`src/rtl/spi_slv.sv`:
```
`default_nettype none
// ============================================================================
// spi_slv : oversampled SPI mode-0 slave; SPI_SLV_SYNC2_EN selects 2-flop sync.
// Revision: 1.0
// ============================================================================
module spi_slv #(
  parameter int BW = 8
) (
  input  logic          clk,
  input  logic          rst,
  input  logic          spi_clk,
  input  logic          spi_ssn,
  input  logic          spi_mosi,
  output logic          spi_miso_o,
  output logic          spi_miso_e,
  output logic          rx_vld,
  output logic [BW-1:0] rx_dat,
  input  logic          tx_vld,
  input  logic [BW-1:0] tx_dat,
  output logic          tx_rdy,
  output logic          tx_unf,
  output logic          busy
);

`ifdef SPI_SLV_SYNC2_EN
  localparam int N = 2;
`else
  localparam int N = 1;
`endif
  localparam int CW = $clog2(BW) + 1;

  typedef enum logic [0:0] {IDLE = 1'b0, SHIFT = 1'b1} state_e;

  state_e        state_q, state_d;
  logic [N-1:0]  sclk_sync_q, sclk_sync_d;
  logic [N-1:0]  ssn_sync_q, ssn_sync_d;
  logic [N-1:0]  mosi_sync_q, mosi_sync_d;
  logic [N-1:0]  flush_q, flush_d;
  logic          sclk_dly_q, sclk_dly_d;
  logic          ssn_dly_q, ssn_dly_d;
  logic          armed_q, armed_d;
  logic [CW-1:0] cnt_q, cnt_d;
  logic [BW-2:0] rx_sh_q, rx_sh_d;
  logic [BW-1:0] tx_sh_q, tx_sh_d;
  logic [BW-1:0] rx_dat_q, rx_dat_d;
  logic          rx_vld_q, rx_vld_d;
  logic          tx_rdy_q, tx_rdy_d;
  logic          tx_unf_q, tx_unf_d;
  logic          busy_q, busy_d;

  logic          sclk_s, ssn_s, mosi_s;
  logic          sel_fall, sel_rise, sclk_rise, sclk_fall;
  logic [BW-1:0] tx_load;
  logic [CW-1:0] cnt_inc;

  assign sclk_s    = sclk_sync_q[N-1];
  assign ssn_s     = ssn_sync_q[N-1];
  assign mosi_s    = mosi_sync_q[N-1];
  // A select fall only counts once a genuine high ssn has been seen since
  // reset, so a reset inside a frame never joins that frame halfway.
  assign sel_fall  = armed_q & ssn_dly_q & ~ssn_s;
  assign sel_rise  = ~ssn_dly_q & ssn_s;
  assign sclk_rise = ~sclk_dly_q & sclk_s;
  assign sclk_fall = sclk_dly_q & ~sclk_s;
  assign tx_load   = tx_vld ? tx_dat : '0;
  assign cnt_inc   = cnt_q + CW'(1);

  always_comb begin
    sclk_sync_d = N'({sclk_sync_q, spi_clk});
    ssn_sync_d  = N'({ssn_sync_q, spi_ssn});
    mosi_sync_d = N'({mosi_sync_q, spi_mosi});
    flush_d     = N'({flush_q, 1'b1});
    sclk_dly_d  = sclk_s;
    ssn_dly_d   = ssn_s;
    armed_d     = armed_q | (flush_q[N-1] & ssn_s);
    state_d     = state_q;
    cnt_d       = cnt_q;
    rx_sh_d     = rx_sh_q;
    tx_sh_d     = tx_sh_q;
    rx_dat_d    = rx_dat_q;
    rx_vld_d    = 1'b0;
    tx_rdy_d    = 1'b0;
    tx_unf_d    = 1'b0;
    case (state_q)
      IDLE: begin
        if (sel_fall) begin
          tx_sh_d  = tx_load;
          tx_rdy_d = 1'b1;
          tx_unf_d = ~tx_vld;
          cnt_d    = '0;
          state_d  = SHIFT;
        end
      end
      SHIFT: begin
        if (sel_rise) begin
          state_d = IDLE;
          cnt_d   = '0;
          rx_sh_d = '0;
        end else if (sclk_rise) begin
          rx_sh_d = (BW-1)'({rx_sh_q, mosi_s});
          if (cnt_inc == CW'(BW)) begin
            rx_dat_d = {rx_sh_q, mosi_s};
            rx_vld_d = 1'b1;
            cnt_d    = '0;
          end else begin
            cnt_d = cnt_inc;
          end
        end else if (sclk_fall) begin
          // A fall with the counter at zero marks a word boundary.
          if (cnt_q == '0) begin
            tx_sh_d  = tx_load;
            tx_rdy_d = 1'b1;
            tx_unf_d = ~tx_vld;
          end else begin
            tx_sh_d = {tx_sh_q[BW-2:0], 1'b0};
          end
        end
      end
      default: state_d = IDLE;
    endcase
    busy_d = (state_d == SHIFT);
  end

  always_ff @(posedge clk) begin
    if (rst) begin
      state_q     <= IDLE;
      sclk_sync_q <= '0;
      ssn_sync_q  <= '1;
      mosi_sync_q <= '0;
      flush_q     <= '0;
      sclk_dly_q  <= 1'b0;
      ssn_dly_q   <= 1'b1;
      armed_q     <= 1'b0;
      cnt_q       <= '0;
      rx_sh_q     <= '0;
      tx_sh_q     <= '0;
      rx_dat_q    <= '0;
      rx_vld_q    <= 1'b0;
      tx_rdy_q    <= 1'b0;
      tx_unf_q    <= 1'b0;
      busy_q      <= 1'b0;
    end else begin
      state_q     <= state_d;
      sclk_sync_q <= sclk_sync_d;
      ssn_sync_q  <= ssn_sync_d;
      mosi_sync_q <= mosi_sync_d;
      flush_q     <= flush_d;
      sclk_dly_q  <= sclk_dly_d;
      ssn_dly_q   <= ssn_dly_d;
      armed_q     <= armed_d;
      cnt_q       <= cnt_d;
      rx_sh_q     <= rx_sh_d;
      tx_sh_q     <= tx_sh_d;
      rx_dat_q    <= rx_dat_d;
      rx_vld_q    <= rx_vld_d;
      tx_rdy_q    <= tx_rdy_d;
      tx_unf_q    <= tx_unf_d;
      busy_q      <= busy_d;
    end
  end

  assign spi_miso_o = tx_sh_q[BW-1];
  assign spi_miso_e = busy_q;
  assign busy       = busy_q;
  assign rx_vld     = rx_vld_q;
  assign rx_dat     = rx_dat_q;
  assign tx_rdy     = tx_rdy_q;
  assign tx_unf     = tx_unf_q;

endmodule
`default_nettype wire

```
`config.mk`:
```
export PLATFORM = sky130hd
export DESIGN_NAME = spi_slv
export DESIGN_NICKNAME = d
export VERILOG_FILES = /design/src/rtl/spi_slv.sv
export SDC_FILE = /design/constraint.sdc
export NUM_CORES = 1
export LEC_CHECK = 0
export ABC_AREA = 1
export BUFFER_PORTS_ARGS = -buffer_cell sky130_fd_sc_hd__buf_2
export CAP_MARGIN = 20
export CORE_ASPECT_RATIO = 2
export CORE_MARGIN = 2
export CORE_UTILIZATION = 40
export CTS_CLUSTER_DIAMETER = 200
export DETAILED_ROUTE_END_ITERATION = 16
export GPL_TIMING_DRIVEN = 0
export PLACE_DENSITY = 0.68
export SLEW_MARGIN = 0
export SYNTH_ARGS = -nofsm -noshare
export SYNTH_HDL_FRONTEND = slang
export SYNTH_SLANG_ARGS = --single-unit
```
`constraint.sdc`:
```
create_clock -name clk -period 2.2 [get_ports clk]
set_input_delay 0.11 -clock clk [delete_from_list [all_inputs] [get_ports clk]]
set_output_delay 0.11 -clock clk [all_outputs]
set_load 0.1 [all_outputs]
```
==> results of run 1 <==
-- cells by family (layout without fill, tap and decap cells) --
logic type,count (synthesis),count (layout),share of synthesized area
adder cells (fa/ha/maj),3,3,0.02266
flip-flops,38,38,0.4592
AO/OA/AOI/OAI,18,18,0.05438
AND/OR/NAND/NOR,134,134,0.3739
buffers and inverters,38,72,0.08988
-- report_power, final --
part | switching [mW] | total (mW) | internal [mW]
clock network | 0.236 | 0.598 | 0.363
logic | 0.101 | 0.146 | 0.0454
registers | 0.0153 | 0.726 | 0.711
total | 0.352 | 1.47 | 1.12
-- worst min-delay path by stage --
stage	from	to	cells after the start
after floorplan	tx_vld	tx_unf	1
after global routing	tx_vld	tx_unf	2
final	tx_vld	tx_unf	2
after global placement	spi_ssn	ssn_dly_d	2
after CTS	tx_vld	tx_unf	2
after detailed placement	spi_ssn	ssn_dly_d	2
-- cells in the mapped netlist --
library cell  number
or2_2              2
inv_2              1
nor2_8             2
nand3_1           24
nand4_1            1
nand2_2            7
nand2_1           61
inv_1             31
ha_1               3
nor2_1            33
a21oi_1           13
nor2_4             1
dfxtp_1           38
buf_4              1
nor3_1             1
nand3_4            1
o21ai_0            3
o21ai_1            2
clkbuf_1           3
buf_2              2
nand3_2            1
-- cell usage in the layout, fill, tap and decap left out, drive strengths merged --
cell / n
dfxtp: 38
o21ai: 5
nand4: 1
nor3: 1
nor2: 36
dlygate4sd3: 1
ha: 3
or2: 2
nand2: 68
bufinv: 1
clkbuf: 9
inv: 32
nand3: 26
buf: 29
a21oi: 13
-- metal layers --
layer | GRT usage | up-vias | wire, um
li1 | - | 772 | -
met1 | 0.1451 | 640 | 1238
met2 | 0.3018 | 26 | 1865
met3 | 0.03292 | 6 | 119
met4 | 0.08333 | 0 | 76
met5 | 0 | - | 0
-- sequential cells by signal, summed over array words and instances (netlist names), 4 cells and up --
name     cells
rx_dat       8
tx_sh_q      8
rx_sh_q      7
cnt_q        4
-- area by class of cell --
cell class	count	area, um^2
Buffer	6	28.78
Sequential cell	38	760.7
Multi-Input combinational cell	155	747.0
Timing Repair Buffer	27	140.1
Tap cell	52	65.06
Fill cell	434	2072
Clock buffer	6	82.58
Inverter	32	120.1
Clock inverter	1	30.03
-- what timing repair did --
item | CTS | global route
hold buffers | 1 | 0
setup endpoints to repair | 0 | 0
hold endpoints to repair | 1 | 0
resized for setup | 0 | 0
-- critical path, cell delays in order, from the launching register on --
cell and delay [ns]:
dfxtp_1 0.43, inv_1 0.09, ha_1 0.21, nand3_2 0.17, nand2_1 0.07, nand2_1 0.21, nor2_1 0.07, nor2_1 0.13
nor2_1 0.05
==> flow_metrics.tcl, run 1 <==
set metrics [dict create \
    clock_latency_ns 0.29 \
    rsz0062_at_grt "false" \
    portBuffers 26 \
    die_x_um 49.51 \
    min_path_type "input pin to register" \
    final_util 0.4879 \
    die_h_um 95.01 \
    worst_slack_ns 0.6844 \
    drc_errors 0 \
    maxSlewViolCount 0 \
    stdcell_count 317 \
    slew_headroom 0.6753 \
    grt_pass1_vias 1299 \
    ys_seq_elements 38 \
    finalSetupTns_ns 0 \
    dp_hpwl_um 2486 \
    status "completed" \
    wl_per_cell_um 10.41 \
    yosys.cell_types.count 21 \
    timing.final.crit_share 0.6889 \
    critPathLaunch "cnt_q[0]" \
    antennaDiodeCount 0 \
    dp_cells 309 \
    cts_tree "done" \
    dr_total_vias 1444 \
    worst-r2r-cell-count 8 \
    grt_max_degree 12 \
    fp-row-count 33 \
    yosysWarningCount 0 \
    hold_viol 0 \
    synth.area.top_cells "dfxtp_1 (46%), nand2_1 (14%), nor2_1 (7.5%), nand3_1 (7.3%), inv_1 (7.0%)" \
    r2r-end "tx_sh_q[4]" \
    crit_end "tx_sh_q[4]" \
    p_per_area_nw_per_um2 744.7 \
    reg2reg_from "cnt_q[0]" \
    dpl_cell_area_um2 1852 \
    r2r_slack_ns 0.68 \
    fin_area_um2 1974 \
    drv_cap 0 \
    whs_ns 0.006659 \
    startpoint_type "register" \
    firstDrtPassIters 4 \
    place_ws_ns 0.6748 \
    irDropWorstVdd_v 0.0005489 \
    fin_skew_ns 0.004406 \
    arrival_ns 1.70 \
    cp-end-kind "register" \
    io_pins 28 \
    syn_area_per_cell_um2 7.171 \
    leakage_nw 0.9938 \
    netlist_area_um2 1657 \
    ys_seq_area_frac 0.4592 \
    antenna_found_initial 0 \
    worstMarginPinSlew_ns 0.4904 \
    fin_crit_ns 1.516 \
    cts_sinks 38 \
    yosysTopAreaCell "dfxtp_1" \
    synthCells 231 \
    power.total_mw 1.470 \
    clockBufferDepth 2 \
    worstPathRequired_ns 2.39 \
    max_freq_ghz 0.6598 \
    yosysTopAreaCellShare 0.4592 \
    vias_per_cell 4.555 \
    core_area_um2 4046 \
    cp_max_fo 9 \
    grt.total_usage 0.1545 \
    initial_core_util 0.4094 \
    drive_gt1_frac 0.1925 \
    synth_fp_nets 248 \
    htreeDepth 2 \
    totalWireLength_um 3300 \
    setup_viol 0 \
    final_nets 282 \
    drt-initial-drc-count 29 \
    gp_congestion 0.7372 \
    postCtsSetupRepairBufs 0 \
    numCtsBuffers 5 \
    die_area_um2 4703 \
    grt-ovfl-total 0 \
    clk_pin_slew_ns 0.07 \
    drtAntennaViolNets 0 \
    critPathKind "register to register" \
    syn2layout_area_growth_pct 19.18 \
    cts_root_buf "clkbuf_8" \
    grt_pass1_wl_um 5540 \
]
(Power assumes the default switching activity.)
==> run 2: changes to the inputs <==
Clock period 2.2 ns to 1.6 ns, I/O delays scaled along.
==> flow_metrics.tcl, run 2 (synthesis results as in run 1) <==
set metrics [dict create \
    initial_core_util 0.4094 \
    leakage_nw 0.9914 \
    die_h_um 95.01 \
    core_area_um2 4046 \
    final_common_cell "nand2_1" \
    worstMarginPinSlew_ns 0.5003 \
    whs_endpoint "sclk_dly_d" \
    dp_hpwl_um 2510 \
    final_util 0.4879 \
    hold_viol 1 \
    mostFrequentLayoutCells "nand2_1 (60), dfxtp_1 (35), nor2_1 (33)" \
    firstDrtPassIters 4 \
    fin_area_um2 1974 \
    clockBufferDepth 2 \
    grt_pass1_vias 1403 \
    drv_cap 0 \
    die_x_um 49.51 \
    clock_latency_ns 0.29 \
    clk_pin_slew_ns 0.08 \
    dpl_cell_area_um2 1853 \
    r2r-end "rx_dat[5]" \
    wl_per_cell_um 10.72 \
    gp_congestion 0.7372 \
    multiInputGateArea_um2 749.5 \
    grt_max_degree 13 \
    dr_total_vias 1469 \
    cp_max_fo 10 \
    fin_skew_ns 0.009308 \
    drtAntennaViolNets 0 \
    grt-ovfl-total 0 \
    slew_headroom 0.6665 \
    holdPathStages 3 \
    totalWireLength_um 3430 \
    setup_viol 0 \
    drc_errors 0 \
    cts_root_buf "clkbuf_8" \
    violations "hold timing" \
    startpoint_type "register" \
    critPathKind "register to register" \
    grt_pass1_wl_um 5954 \
    htreeDepth 2 \
    vias_per_cell 4.591 \
    fin_crit_ns 1.422 \
    worst-r2r-cell-count 9 \
    grt.total_usage 0.1650 \
    cp-end-kind "register" \
    max_freq_ghz 0.7030 \
    io_pins 28 \
    n_fill_cell 454 \
    die_area_um2 4703 \
    status "finished with violations" \
    antenna_found_initial 0 \
    seqCellArea_um2 764.5 \
    antennaDiodeCount 0 \
    power.total_mw 1.849 \
    min_path_type "input pin to register" \
    finalSetupTns_ns 0 \
    syn2layout_area_growth_pct 19.18 \
    p_per_area_nw_per_um2 936.6 \
    worstPathRequired_ns 1.84 \
    fp-row-count 33 \
    min-delay-start "spi_clk" \
    drt-initial-drc-count 33 \
    portBuffers 26 \
    drive_gt1_frac 0.2052 \
    irDropWorstVdd_v 0.0006311 \
    final_nets 284 \
    timing.final.crit_share 0.8890 \
    whs_ns -0.001000 \
    r2r_slack_ns 0.18 \
    reg2reg_from "cnt_q[1]" \
    maxSlewViolCount 0 \
    rsz0062_at_grt "false" \
    cts_sinks 38 \
    arrival_ns 1.66 \
    numCtsBuffers 5 \
    cts_tree "done" \
]
[run 2: cell count changes in the layout (fill, tap and decap cells not counted)]
cell           change
bufinv_16          -1
clkbuf_1           +1
clkbuf_8           -1
clkinv_2           +1
clkinv_4           +1
dfxtp_1            -3
dfxtp_2            +3
dlygate4sd3_1      +2
nand2_1            -1
nand2_2            +1
[run 2: how the worst max path moves through the flow]
stage                         from          to  slack (ns)  depth (start not counted)
after floorplan               busy  tx_sh_q[1]        0.05                          6
after detailed placement  cnt_q[0]  tx_sh_q[4]        0.07                          8
after CTS                 cnt_q[0]  tx_sh_q[4]        0.06                          8
after global placement    cnt_q[0]  tx_sh_q[4]        0.07                          8
final                     cnt_q[1]   rx_dat[5]        0.18                          9
after global routing          busy  tx_sh_q[5]        0.03                          6
[run 2: worst max-delay path, cell delays in order (launching register included)]
cell	delay [ns]
dfxtp_2	0.38
ha_1	0.19
inv_1	0.05
nand2_1	0.06
nand2_2	0.07
nor2_4	0.12
nand3_4	0.18
nor2_8	0.19
nand2_1	0.07
nand2_1	0.06
[run 2: power by group]
part | internal [mW] | switching, mW
logic | 0.0661 | 0.141
clock network | 0.307 | 0.337
registers | 0.978 | 0.0209
total | 1.35 | 0.498
[run 2: area by class of cell]
cell class,instances,share of cell area
tap,52,0.03295
buffer,6,0.01458
clock inverter,2,0.006971
timing repair buffer,29,0.08112
multi-input combinational,155,0.3796
sequential,38,0.3872
inverter,32,0.06084
clock buffer,6,0.03676
[run 2: repair_timing]
item	4_1_cts	5_1_grt
setup endpoints to repair	0	15
endpoints found under the hold margin	3	0
gates resized for setup	0	3
setup buffers	0	0
hold buffers	3	0
[run 2: per-layer routing]
layer	wire length, um	global-route usage
met4	87	0.1019
met3	113	0.02351
met5	0	0
met1	1347	0.1630
met2	1882	0.3153
[run 2: stage by stage]
step,std cells,setup slack (ns)
2_1_floorplan,231,0.04898
3_3_place_gp,309,0.07018
3_5_place_dp,309,0.06663
4_1_cts,320,0.05845
5_1_grt,320,0.03043
6_report,320,0.1776
